===== src/rtl/fs_sync_pkg.sv =====
// Shared types and constants for the frame-sync receive sequencer.
package fs_sync_pkg;

    typedef enum logic [1:0] {
        StIdle    = 2'd0,
        StHunt    = 2'd1,
        StBackoff = 2'd2,
        StRecv    = 2'd3
    } state_e;

    localparam logic [1:0] FAIL_NONE  = 2'd0;
    localparam logic [1:0] FAIL_RETRY = 2'd1;
    localparam logic [1:0] FAIL_OVF   = 2'd2;
    localparam logic [1:0] FAIL_TMO   = 2'd3;

    localparam int unsigned ERR_W = 8;
    localparam int unsigned TMR_W = 8;

endpackage


===== src/rtl/fs_sync_ctrl_sat_cnt.sv =====
// Saturating up-counter with synchronous clear and enable; at_max flags all-ones.
module sat_cnt #(
    parameter int unsigned W = 8
) (
    input  logic         clk,
    input  logic         rst,
    input  logic         clr,
    input  logic         en,
    output logic [W-1:0] cnt,
    output logic         at_max
);

    assign at_max = &cnt;

    always_ff @(posedge clk) begin
        if (rst) begin
            cnt <= '0;
        end else if (clr) begin
            cnt <= '0;
        end else if (en && !at_max) begin
            cnt <= cnt + W'(1);
        end
    end

endmodule


===== src/rtl/fs_sync_ctrl.sv =====
// Frame-sync receive sequencer: hunt / backoff / receive with retry limit.
// Optional hunt watchdog compiled in with FS_SYNC_TIMEOUT_EN.
module fs_sync_ctrl
    import fs_sync_pkg::*;
#(
    parameter int unsigned MAX_RETRY = 3,
    parameter int unsigned BIT_W     = 11,
    parameter int unsigned TIMEOUT   = 255
) (
    input  logic             clk,
    input  logic             rst,
    input  logic             start,
    input  logic             abort,
    input  logic             line_active,
    input  logic             synced_d,
    input  logic             sync_err_d,
    input  logic             eop,
    output logic             fs_rx_en,
    output logic             busy,
    output logic             done,
    output logic             fail,
    output logic [1:0]       fail_code,
    output logic [BIT_W-1:0] pkt_len,
    output logic [ERR_W-1:0] err_cnt
);

    localparam logic [3:0] RETRY_LAST = 4'(MAX_RETRY - 1);

    state_e           state;
    logic [3:0]       retry_cnt;
    logic [BIT_W-1:0] bit_cnt;
    logic             bit_max;
    logic             err_max;
    logic             tmo;

    logic start_ok;
    logic hunting;
    logic sync_ok;
    logic err_hit;
    logic bit_clr;
    logic bit_en;

    assign start_ok = (state == StIdle) && start && !abort;
    assign hunting  = (state == StHunt) && !abort;
    assign sync_ok  = hunting && synced_d;
    // Timeout outranks a sync error but not a sync.
    assign err_hit  = hunting && !synced_d && !tmo && sync_err_d;
    assign bit_clr  = start_ok || sync_ok;
    assign bit_en   = (state == StRecv) && !abort && line_active && !eop;

    assign fs_rx_en = (state == StHunt) && line_active;
    assign busy     = (state != StIdle);

    sat_cnt #(.W(ERR_W)) u_err_cnt (
        .clk    (clk),
        .rst    (rst),
        .clr    (1'b0),
        .en     (err_hit && !err_max),
        .cnt    (err_cnt),
        .at_max (err_max)
    );

    sat_cnt #(.W(BIT_W)) u_bit_cnt (
        .clk    (clk),
        .rst    (rst),
        .clr    (bit_clr),
        .en     (bit_en),
        .cnt    (bit_cnt),
        .at_max (bit_max)
    );

`ifdef FS_SYNC_TIMEOUT_EN
    logic [TMR_W-1:0] hunt_tmr;
    logic             unused_tmr_max;
    logic             in_hunt;

    assign in_hunt = (state == StHunt) || (state == StBackoff);
    // Fires in the TIMEOUT-th hunt cycle so the exit lands TIMEOUT edges after start.
    assign tmo     = in_hunt && (hunt_tmr == TMR_W'(TIMEOUT - 1));

    sat_cnt #(.W(TMR_W)) u_hunt_tmr (
        .clk    (clk),
        .rst    (rst),
        .clr    (start_ok),
        .en     (in_hunt && !abort),
        .cnt    (hunt_tmr),
        .at_max (unused_tmr_max)
    );
`else
    logic [TMR_W-1:0] unused_timeout;

    assign unused_timeout = TMR_W'(TIMEOUT);
    assign tmo            = 1'b0;
`endif

    always_ff @(posedge clk) begin
        if (rst) begin
            state     <= StIdle;
            retry_cnt <= '0;
            fail_code <= FAIL_NONE;
            pkt_len   <= '0;
            done      <= 1'b0;
            fail      <= 1'b0;
        end else begin
            done <= 1'b0;
            fail <= 1'b0;
            if (abort) begin
                state <= StIdle;
            end else begin
                unique case (state)
                    StIdle: begin
                        if (start) begin
                            state     <= StHunt;
                            retry_cnt <= '0;
                            fail_code <= FAIL_NONE;
                        end
                    end
                    StHunt: begin
                        if (synced_d) begin
                            state <= StRecv;
                        end else if (tmo) begin
                            state     <= StIdle;
                            fail      <= 1'b1;
                            fail_code <= FAIL_TMO;
                        end else if (sync_err_d) begin
                            retry_cnt <= retry_cnt + 4'd1;
                            if (retry_cnt == RETRY_LAST) begin
                                state     <= StIdle;
                                fail      <= 1'b1;
                                fail_code <= FAIL_RETRY;
                            end else begin
                                state <= StBackoff;
                            end
                        end
                    end
                    StBackoff: begin
                        if (tmo) begin
                            state     <= StIdle;
                            fail      <= 1'b1;
                            fail_code <= FAIL_TMO;
                        end else begin
                            state <= StHunt;
                        end
                    end
                    StRecv: begin
                        if (eop) begin
                            state   <= StIdle;
                            done    <= 1'b1;
                            pkt_len <= bit_cnt;
                        end else if (line_active && bit_max) begin
                            state     <= StIdle;
                            fail      <= 1'b1;
                            fail_code <= FAIL_OVF;
                        end
                    end
                    default: state <= StIdle;
                endcase
            end
        end
    end

endmodule


===== config.mk =====
export PLATFORM = sky130hd
export DESIGN_NAME = fs_sync_ctrl
export DESIGN_NICKNAME = d
export VERILOG_FILES = /design/src/rtl/fs_sync_pkg.sv /design/src/rtl/fs_sync_ctrl_sat_cnt.sv /design/src/rtl/fs_sync_ctrl.sv
export SDC_FILE = /design/constraint.sdc
export NUM_CORES = 1
export LEC_CHECK = 0
export ABC_AREA = 1
export BUFFER_PORTS_ARGS = -buffer_cell sky130_fd_sc_hd__buf_2
export CORE_ASPECT_RATIO = 2
export CORE_UTILIZATION = 50
export DETAILED_ROUTE_END_ITERATION = 10
export PLACE_DENSITY = 0.76
export SLEW_MARGIN = 10
export SYNTH_ARGS = -nofsm -noshare
export SYNTH_HDL_FRONTEND = slang
export SYNTH_SLANG_ARGS = --single-unit

===== constraint.sdc =====
create_clock -name clk -period 1.6 [get_ports clk]
set_clock_uncertainty 0.15 [all_clocks]
set_input_delay 0.32 -clock clk [delete_from_list [all_inputs] [get_ports clk]]
set_output_delay 0.32 -clock clk [all_outputs]
set_load 0.02 [all_outputs]

After elaboration in Yosys (flattened, before gate mapping)
Index checks and enable logic that the tools add are counted.

operators by class
  $add $sub $neg = 3
  equality and inequality tests = 12
  mux-type cells = 25
  bitwise logic cells = 3
  reduce and logical (&&, ||, !) cells = 32

operators with widths
  kind                     count
  $mux W2                  12
  $reduce_and A8 Y1        2
  $logic_and A1 B1 Y1      14
  $mux W4                  3
  $add A11 B1 Y11 const B  1
  $reduce_and A11 Y1       1
  $add A8 B1 Y8 const B    1
  $ne A2 B2 Y1 const B     4
  $pmux W2 S4              1
  $pmux W4 S2              1
  $mux W1                  6
  $pmux W2 S3              1
  $reduce_and A3 Y1        2
  $logic_not A1 Y1         5
  $reduce_and A5 Y1        1
  $add A4 B1 Y4 const B    1
  $eq A2 B2 Y1 const B     2
  $eq A4 B2 Y1 const B     1
  $ne A2 B1 Y1 const B     2
  $reduce_bool A2 Y1       2
  $reduce_or A2 Y1         2
  $ne A3 B2 Y1 const B     1
  $ne A3 B3 Y1 const B     1
  $not A1 Y1               3
  5 further kinds          5

storage, ports and cells
  register bits = 40
  input port bits = 8
  word-level logic and storage cells = 83

Logic depth before layout (Yosys ltp)
Gate-level depths: netlist (run 1).

  depth after elaboration = 6
  depth in mapped cells = 9

Modules after synthesis
Synthesis (run 1) repeated with hierarchy kept, for this count alone.

second synthesis, totals
  cells, all modules = 313
  area, all modules = 2093.3 um^2

modules (own cells, without submodules)
  module               instances  cells an instance  area each (um^2)  sequential area each (um^2)
  fs_sync_ctrl         1          154                1017.2            420.4
  sat_cnt (u_bit_cnt)  1          87                 619.3             220.2
  sat_cnt (u_err_cnt)  1          72                 456.7             160.2

Worst setup path before layout (run 1)
OpenSTA, ideal clock, no wires.

  kind = reg-to-reg
  from = register u_err_cnt.cnt[1]
  to = register u_err_cnt.cnt[5]
  data arrival time = 1.450 ns
  data required time = 1.379 ns
  setup slack = -0.070 ns
  cell stages (with the launch flop) = 7
  path buffers = 0
  clock period less this slack = 1.670 ns
  path through = dfxtp_1 -> ha_1 -> nand3_1 -> nor2_1 -> a21o_1 -> nand2_1 -> a21oi_1

between the ends
  word-level cells in the longest chain between the ends = 4
  elaborated cells on any way between the ends = 5
  those cells by class = add/sub: 1; reduce/logical: 4

RTL lines
  item                                                   RTL line                    text
  start, declared                                        fs_sync_ctrl_sat_cnt.sv:9   output logic [W-1:0] cnt,
  start signal, assigned                                 fs_sync_ctrl_sat_cnt.sv:21  cnt <= cnt + W'(1);
  branches (longest 4 deep; another with $add A8 B1 Y8)  -

Parallel ways; which one is timed is not known.
A chain may end at the register's enable or synchronous reset.

Worst setup path in the final report (run 1)
  from = register u_bit_cnt.cnt[1]
  to = register u_bit_cnt.cnt[4]

between the ends
  word-level cells in the longest chain between the ends = 3
  elaborated cells on any way between the ends = 4
  those cells by class = add/sub: 1; reduce/logical: 3

RTL lines
  item                                                     RTL line
  start, declared                                          fs_sync_ctrl_sat_cnt.sv:9
  start signal, assigned                                   fs_sync_ctrl_sat_cnt.sv:21
  branches (longest 3 deep; another with $add A11 B1 Y11)  -

Parallel ways; which one is timed is not known.

==> results.md, run 1 <==
- Layout cell share with drive strength beyond 1: 28.2%
- Register-to-Register Path Depth: 7
- Register clock-pin slew on the reported worst setup and hold paths: 80 ps
- Most used standard cell by instance count after synthesis: nand2_1
- Clock Sink Count: 40
- Critical Path Sink Type: flip-flop
- Drt first-iter violations: 53
- Setup crit start: u_bit_cnt.cnt[1]
- Count of warnings emitted by yosys: 0
- Placement row count: 31
- Via count of the first global-routing pass: 1778
- Post-synthesis cell type count: 29
- Number of cells in the design after placement: 373
- Final hold violations: 0
- Combined global-route utilization of all metal layers: 24.3%
- Number of filler instances in the final layout: 321
- Fin util: 68.7%
- Total wire length: 4.95 mm
- Critical register-to-register path endpoint: u_bit_cnt.cnt[4]
- Area after DPL: 2300 um^2
- Pre-antenna DRT Iters: 4
- Post-synth net total: 289
- Net total in the final layout: 348
- Leakage power total: 0.00112 uW
- Estimated wirelength of the detail-placed design: 3.45 mm
- Setup repair after global routing missed its margin: true
- Kind of start point of the critical path: flip-flop
- Final setup violation count: 0
- Largest net degree at the start of global routing: 19
- Top cells by area in the synthesized netlist: dfxtp_1, nand2_1, a21oi_1, nor2_1, inv_1
- Number of buffers created by CTS: 5
- Syn Inst Count: 277
- Overflow left after global routing: 0
- Avg Cell Area, Syn: 7.05 um^2
- Run status: complete, no violations
- Arrival time worst endpoint: 1640 ps
- Clock period minus final worst setup slack: 1570 ps
- Wire per inst: 12.8 um
- Die Area: 4170 um^2
- Maximum clock rate: 638 MHz
- CP Capture Point: u_bit_cnt.cnt[4]
- Quantity of I/O buffers inserted on ports: 32
- Wire length of the first global-routing pass: 7.52 mm
- FF+latch count, synth: 40
- Remaining design rule violation count: 0
- Clock tree root driver cell: clkbuf_8
- Vias post-DR: 2029
- Area of all placed cells without fillers: 2530 um^2
- CTS Buffer Depth: 2
- Max-cap violations: 0
- Insertion delay to the later sink of the worst-skew pair: 300 ps
- Most used flip-flop cell after synthesis: dfxtp_1
- H-Tree Level Count: 2
- Register area share after synthesis: 41.0%
- Layout Cells excl Fill: 386
- Setup ws final: 32.2 ps
- Relative slew slack: 82.0%
- Via-to-Cell Ratio: 5.26
- Final hold slack: 177 ps
- Worst IR Drop VDD: 0.000712 V
- Effective utilization at floorplan: 53.0%
- Die H: 90.4 um
- Antenna diode instance count: 0
- Tightest Pin Transition: 270 ps
- Hold/Removal Path Class: primary input to flip-flop
- Worst-path maximum fanout: 5
- Top post-synthesis cells by count: nand2_1, dfxtp_1, nor2_1
- Final weighted congestion in routability-driven placement: 0.869
- Core box area: 3680 um^2
- DIE WIDTH: 46.2 um
- WS Path Type: flip-flop to flip-flop
- Largest area contributor in the synthesized netlist: dfxtp_1
- Portion of synthesized cell area occupied by the leading cell type: 41.0%
- Post-synth EDFFs: 0
- Beginning of the worst register-to-register path: u_bit_cnt.cnt[1]
- Worst EP required: 1680 ps
- Reg2Reg Setup Slack: 30 ps
- Detail Route Antenna Nets: 0
- Final slew viol count: 0
- Power density normalized to cell area: 770 nW/um^2
- Antenna violations before repair: 0
- Synth-to-Final Area Change: 29.7%
- Final cycle utilization of the critical path: 98.0%
- I/O pin count: 33
- Clock tree from TritonCTS: yes
- Post-synthesis async set-or-reset flop share: 0%
- Total standard cell area after synthesis: 1950 um^2
- Pre-CTS setup slack: -18.6 ps
## through the flow
step                power (uW)  setup TNS (ps)
floorplan                 1090               0
global placement          1120               0
detailed placement        1120           -49.5
CTS                       1960           -5.32
global route              2020            -285
finish                    1950               0
## layout by cell type (no fill, tap or decap), types with 2 or more instances in the layout
cell type  count
xnor2_1        4
nand2_4        2
nand2_2        6
ha_1           3
nand2_1       64
inv_1         25
o21ai_1        2
nand3_1       15
buf_2         31
xor2_1         4
inv_6          2
a21oi_2        3
dfxtp_2        3
o21ai_0       17
nor3_1         2
buf_4         22
nor2_2         2
clkbuf_8       5
nor2_1        33
nand3_2        3
nor2_4         3
dfxtp_1       36
o31ai_1        2
nand3b_1       2
nand4_1        5
inv_2          4
a21oi_1       26
## layer usage
metal / vias to the layer above / global-route usage [%] / wire length [um]
met2: 52 / 42.8 / 2730
met5: - / 0 / 0
met3: 11 / 4.40 / 174
li1: 1023 / - / -
met1: 943 / 24.7 / 1900
met4: 0 / 13.2 / 145
## timing repair
item                                    4_1_cts  5_1_grt
gates resized for setup                       5       22
setup buffers                                 0        3
endpoints found under the setup margin       15       23
pin swaps                                     1        9
hold buffers                                  0        0
cloned                                        0        2
## worst min-delay path by stage
stage                        to  cells past startpoint              start  slack [ps]
2_1_floorplan       pkt_len[10]                      2  u_bit_cnt.cnt[10]         300
3_3_place_gp       fail_code[1]                      2       fail_code[1]         300
3_5_place_dp       fail_code[1]                      2       fail_code[1]         310
4_1_cts        u_err_cnt.cnt[7]                      2                rst         170
5_1_grt        u_err_cnt.cnt[7]                      2                rst         170
6_report           fail_code[0]                      2                rst         180
## final cells by class
class | count | area (um^2) | area share, %
Inverter | 31 | 124 | 4.89
Clock buffer | 5 | 68.8 | 2.72
Multi-Input combinational cell | 205 | 1100 | 43.5
Clock inverter | 3 | 46.3 | 1.83
Tap cell | 49 | 61.3 | 2.42
Sequential cell | 40 | 808 | 31.9
Timing Repair Buffer | 53 | 320 | 12.7
## worst max-delay path: stages, from the launching register on
cell     delay [ps]
dfxtp_2         360
ha_4            150
nand2_4          60
nor2_4          190
nand3_2         160
nand2_4         160
nand2_1          70
a21oi_1         180
## kinds of logic (layout without fill, tap and decap cells)
kind of cell	count (synthesis)	in the layout	share of synthesized area, %
and+or+nand+nor	139	140	31.5
AOI/OAI and AO/OA	52	53	14.4
DFF	40	40	41.0
buffers and inverters	34	92	6.86
xor gates and xnor gates	8	8	3.59
adders and majority gates	4	4	2.56
## flip-flops by register name, summed over array words and instances, names as in the netlist
signal / cells
done: 1
fail: 1
fail_code: 2
pkt_len: 11
retry_cnt: 4
state: 2
u_bit_cnt.cnt: 11
u_err_cnt.cnt: 8
## where the power goes
| group | switching, uW | total, uW | leakage [uW] | internal (uW) |
|---|---|---|---|---|
| Sequential | 4.02 | 1000 | 0.000325 | 997 |
| Combinational | 70.2 | 101 | 0.000736 | 31.1 |
| Clock | 377 | 847 | 0.0000548 | 470 |
No activity file was read; power rests on OpenSTA's default activity.
==> inputs of run 2 (changes only) <==
--- a/config.mk
+++ b/config.mk
@@ -9,9 +9,11 @@
 export BUFFER_PORTS_ARGS = -buffer_cell sky130_fd_sc_hd__buf_2
 export CORE_ASPECT_RATIO = 2
 export CORE_UTILIZATION = 50
+export CTS_CLUSTER_SIZE = 30
 export DETAILED_ROUTE_END_ITERATION = 10
 export PLACE_DENSITY = 0.76
 export SLEW_MARGIN = 10
 export SYNTH_ARGS = -nofsm -noshare
 export SYNTH_HDL_FRONTEND = slang
+export SYNTH_HIERARCHICAL = 1
 export SYNTH_SLANG_ARGS = --single-unit
==> run 2 against run 1 <==
- the run now ends with negative setup slack left
- hold slack worse by 46 ps
- routed wire length is 35% higher
- synthesized cell count is 13% higher
- critical path type unchanged
- critical endpoint is now u_err_cnt/cnt[7]
- largest cell class unchanged
==> results.md, run 2 <==
- Run status: finished with violations
- Violated checks: negative setup slack
- Clock tree root driver cell: clkbuf_8
- DIE WIDTH: 47.8 um (+3.4%)
- Met3 global-route usage: 4.83% (+0.43 points)
- Adder-cell share of the synthesized area: 2.39% (-0.17 points)
- Via count of the first global-routing pass: 2240 (+26%)
- Grt peak-use layer: met2
- FF+latch count, synth: 40 (unchanged)
- Largest registers: pkt_len x11, u_bit_cnt/cnt x11, u_err_cnt/cnt x8
- CP Capture Point: u_err_cnt/cnt[7]
- Remaining design rule violation count: 0 (unchanged)
- Main combinational cell family by area after synthesis: simple AND/OR/NAND/NOR gates
- Clock Sink Count: 40 (unchanged)
- Via-to-Cell Ratio: 5.39 (+2.5%)
- Clock period minus final worst setup slack: 1720 ps (+152 ps)
- Core box area: 4050 um^2 (+9.8%)
- Area share of xor/xnor cells in the synthesized design: 0% (-3.6 points)
- Post-synth EDFFs: 0 (unchanged)
- Final setup violation count: 13 (+13)
- Effective utilization at floorplan: 51.7% (-1.2 points)
- Post-synthesis cell type count: 29 (unchanged)
- Post-synthesis async set-or-reset flop share: 0% (unchanged)
- Post-synthesis share of cell area spent on and, or, nand and nor gates: 38.5% (+7.0 points)
- Relative slew slack: 66.5% (-16 points)
- Critical Path Sink Type: flip-flop
- Largest area contributor in the synthesized netlist: dfxtp_1
- Drt first-iter violations: 75 (+42%)
- Final slew viol count: 0 (unchanged)
- Power density normalized to cell area: 707 nW/um^2 (-8.2%)
- Final cycle utilization of the critical path: 108% (+9.5 points)
- Maximum clock rate: 581 MHz (-8.9%)
- Area after DPL: 2670 um^2 (+16%)
- Beginning of the worst register-to-register path: state[0]
- Leakage power total: 0.00152 uW (+36%)
- Wire length of the first global-routing pass: 9.30 mm (+24%)
- Arrival time worst endpoint: 1760 ps (+120 ps)
- Total wire length: 6.67 mm (+35%)
- Syn Inst Count: 313 (+13%)
- Tightest Pin Transition: 501 ps (+231 ps)
- Most common library cell in the layout ignoring fill and taps: nor2_1
- Register area share after synthesis: 38.3% (-2.8 points)
- CTS Buffer Depth: 2 (unchanged)
- Final hold violations: 0 (unchanged)
- Setup repair after global routing missed its margin: true
- H-Tree Level Count: 2 (unchanged)
- Largest net degree at the start of global routing: 18 (-1)
- Most used flip-flop cell after synthesis: dfxtp_1
- Overflow left after global routing: 0 (unchanged)
- Final weighted congestion in routability-driven placement: 0.905 (+4.2%)
- Setup ws final: -120 ps (-152 ps)
- Synth Area in Compound Gates: 11.5% (-2.9 points)
- Register-to-Register Path Depth: 9 (+2)
- Area of all placed cells without fillers: 3140 um^2 (+24%)
- Wire per inst: 14.7 um (+15%)
- Grt met1 use: 26.7% (+2.0 points)
- Register clock-pin slew on the reported worst setup and hold paths: 80 ps (about the same)
- Worst-path maximum fanout: 4 (-1)
- Worst EP required: 1640 ps (-40 ps)
- Setup crit start: state[0]
- Insertion delay to the later sink of the worst-skew pair: 290 ps (about the same)
- Estimated wirelength of the detail-placed design: 4.21 mm (+22%)
- Detail Route Antenna Nets: 0 (unchanged)
- Die Area: 4460 um^2 (+7.0%)
- Worst IR Drop VDD: 0.000861 V (+21%)
- Met2 global-route usage: 50.6% (+7.7 points)
- Die H: 93.5 um (+3.5%)
- Combined global-route utilization of all metal layers: 28.5% (+4.2 points)
- Total standard cell area after synthesis: 2090 um^2 (+7.2%)
- # hold bufs at CTS: 0 (unchanged)
- Number of buffers created by CTS: 5 (unchanged)
- Avg Cell Area, Syn: 6.69 um^2 (-5.1%)
- Reg2Reg Setup Slack: -120 ps (-150 ps)
- Top cells by area in the synthesized netlist: dfxtp_1, nor2_1, nand2_1, inv_1, a21oi_1
- WS Path Type: flip-flop to flip-flop
- Antenna diode instance count: 0 (unchanged)
- Synth-to-Final Area Change: 50.0%
- Portion of synthesized cell area occupied by the leading cell type: 38.3% (-2.8 points)
- Net total in the final layout: 413 (+19%)
- Critical register-to-register path endpoint: u_err_cnt/cnt[7]
- Pre-antenna DRT Iters: 5 (+1)
- Vias post-DR: 2446 (+21%)
- Top post-synthesis cells by count: nor2_1, nand2_1, dfxtp_1
- Most used standard cell by instance count after synthesis: nor2_1
- Number of cells in the design after placement: 434 (+16%)
- Mux share of post-synthesis cell area: 0% (unchanged)
- Total chip power: 2220 uW (+14%)
- Clock tree from TritonCTS: yes
- Placement row count: 33 (+6.5%)
- Max-cap violations: 0 (unchanged)
- Layout cell share with drive strength beyond 1: 42.5% (+14 points)
- Hold/Removal Path Class: primary input to flip-flop
- I/O pin count: 33 (unchanged)
- Quantity of I/O buffers inserted on ports: 32 (unchanged)
- Kind of start point of the critical path: flip-flop
- Highest-count cells in the layout ignoring fill and taps: nor2_1, buf_4, nand2_1
- Layout Cells excl Fill: 454 (+18%)
- Antenna violations before repair: 0 (unchanged)
- Count of warnings emitted by yosys: 6 (+6)
run 2: how the worst min path moves through the flow:
stage,start,slack (ps),endpoint,cells past startpoint
final,rst,130,done,2
after global routing,rst,150,done,2
after CTS,rst,130,done,2
after detailed placement,retry_cnt[3],310,retry_cnt[3],2
after global placement,retry_cnt[3],300,retry_cnt[3],2
after floorplan,rst,240,done,1
run 2: logic make-up (layout without fill, tap and decap cells):
logic type / Yosys count / count (layout)
adder cells (fa/ha/maj): 4 / 4
AND/OR/NAND/NOR: 179 / 179
AO/OA/AOI/OAI: 46 / 46
buffers and inverters: 43 / 131
other: 1 / 2
flip-flops: 40 / 40
run 2: per-stage QoR:
| step | setup TNS, ps | util [%] | setup WS [ps] | hold WS (ps) |
|---|---|---|---|---|
| after floorplan | -756 | - | -226 | 242 |
| after global routing | -2030 | 77.6 | -235 | 154 |
| final | -455 | 77.6 | -120 | 132 |
| after CTS | -363 | 71.2 | -62.4 | 126 |
| after detailed placement | -621 | 66.0 | -97.8 | 307 |
| after global placement | -233 | 66.0 | -58.1 | 298 |
run 2: report_power, final:
group / internal, uW / switching (uW)
Sequential: 1000 / 11.9
Clock: 592 / 365
Combinational: 98.2 / 151
Total: 1690 / 528
run 2: repair_timing:
item | 4_1_cts | 5_1_grt
buffers inserted | 3 | 8
pin swaps | 5 | 21
cloned | 0 | 1
setup endpoints to repair | 13 | 24
endpoints found under the hold margin | 0 | 0
resized for setup | 14 | 55
run 2: metal layers:
| layer | share of wire [%] | vias to the layer above | routed length (um) |
|---|---|---|---|
| li1 | - | 1168 | - |
| met4 | 5.0 | 0 | 333 |
| met5 | 0 | - | 0 |
| met3 | 3.5 | 32 | 232 |
| met1 | 33 | 1154 | 2230 |
| met2 | 58 | 92 | 3880 |
run 2: area by class of cell:
type	instances	area [um^2]
sequential	40	825
multi-input combinational	231	1330
tap	52	65.1
fill	293	906
timing repair buffer	87	637
inverter	36	143
clock buffer	8	144
run 2: worst max-delay path: stages, from the launching register on:
cell	delay, ps
dfxtp_4	380
inv_1	70
nor2_4	120
nand3_2	110
nor3_4	230
nand2_2	120
nor2_4	120
nand3b_1	120
nor2_1	140
nor2_1	60
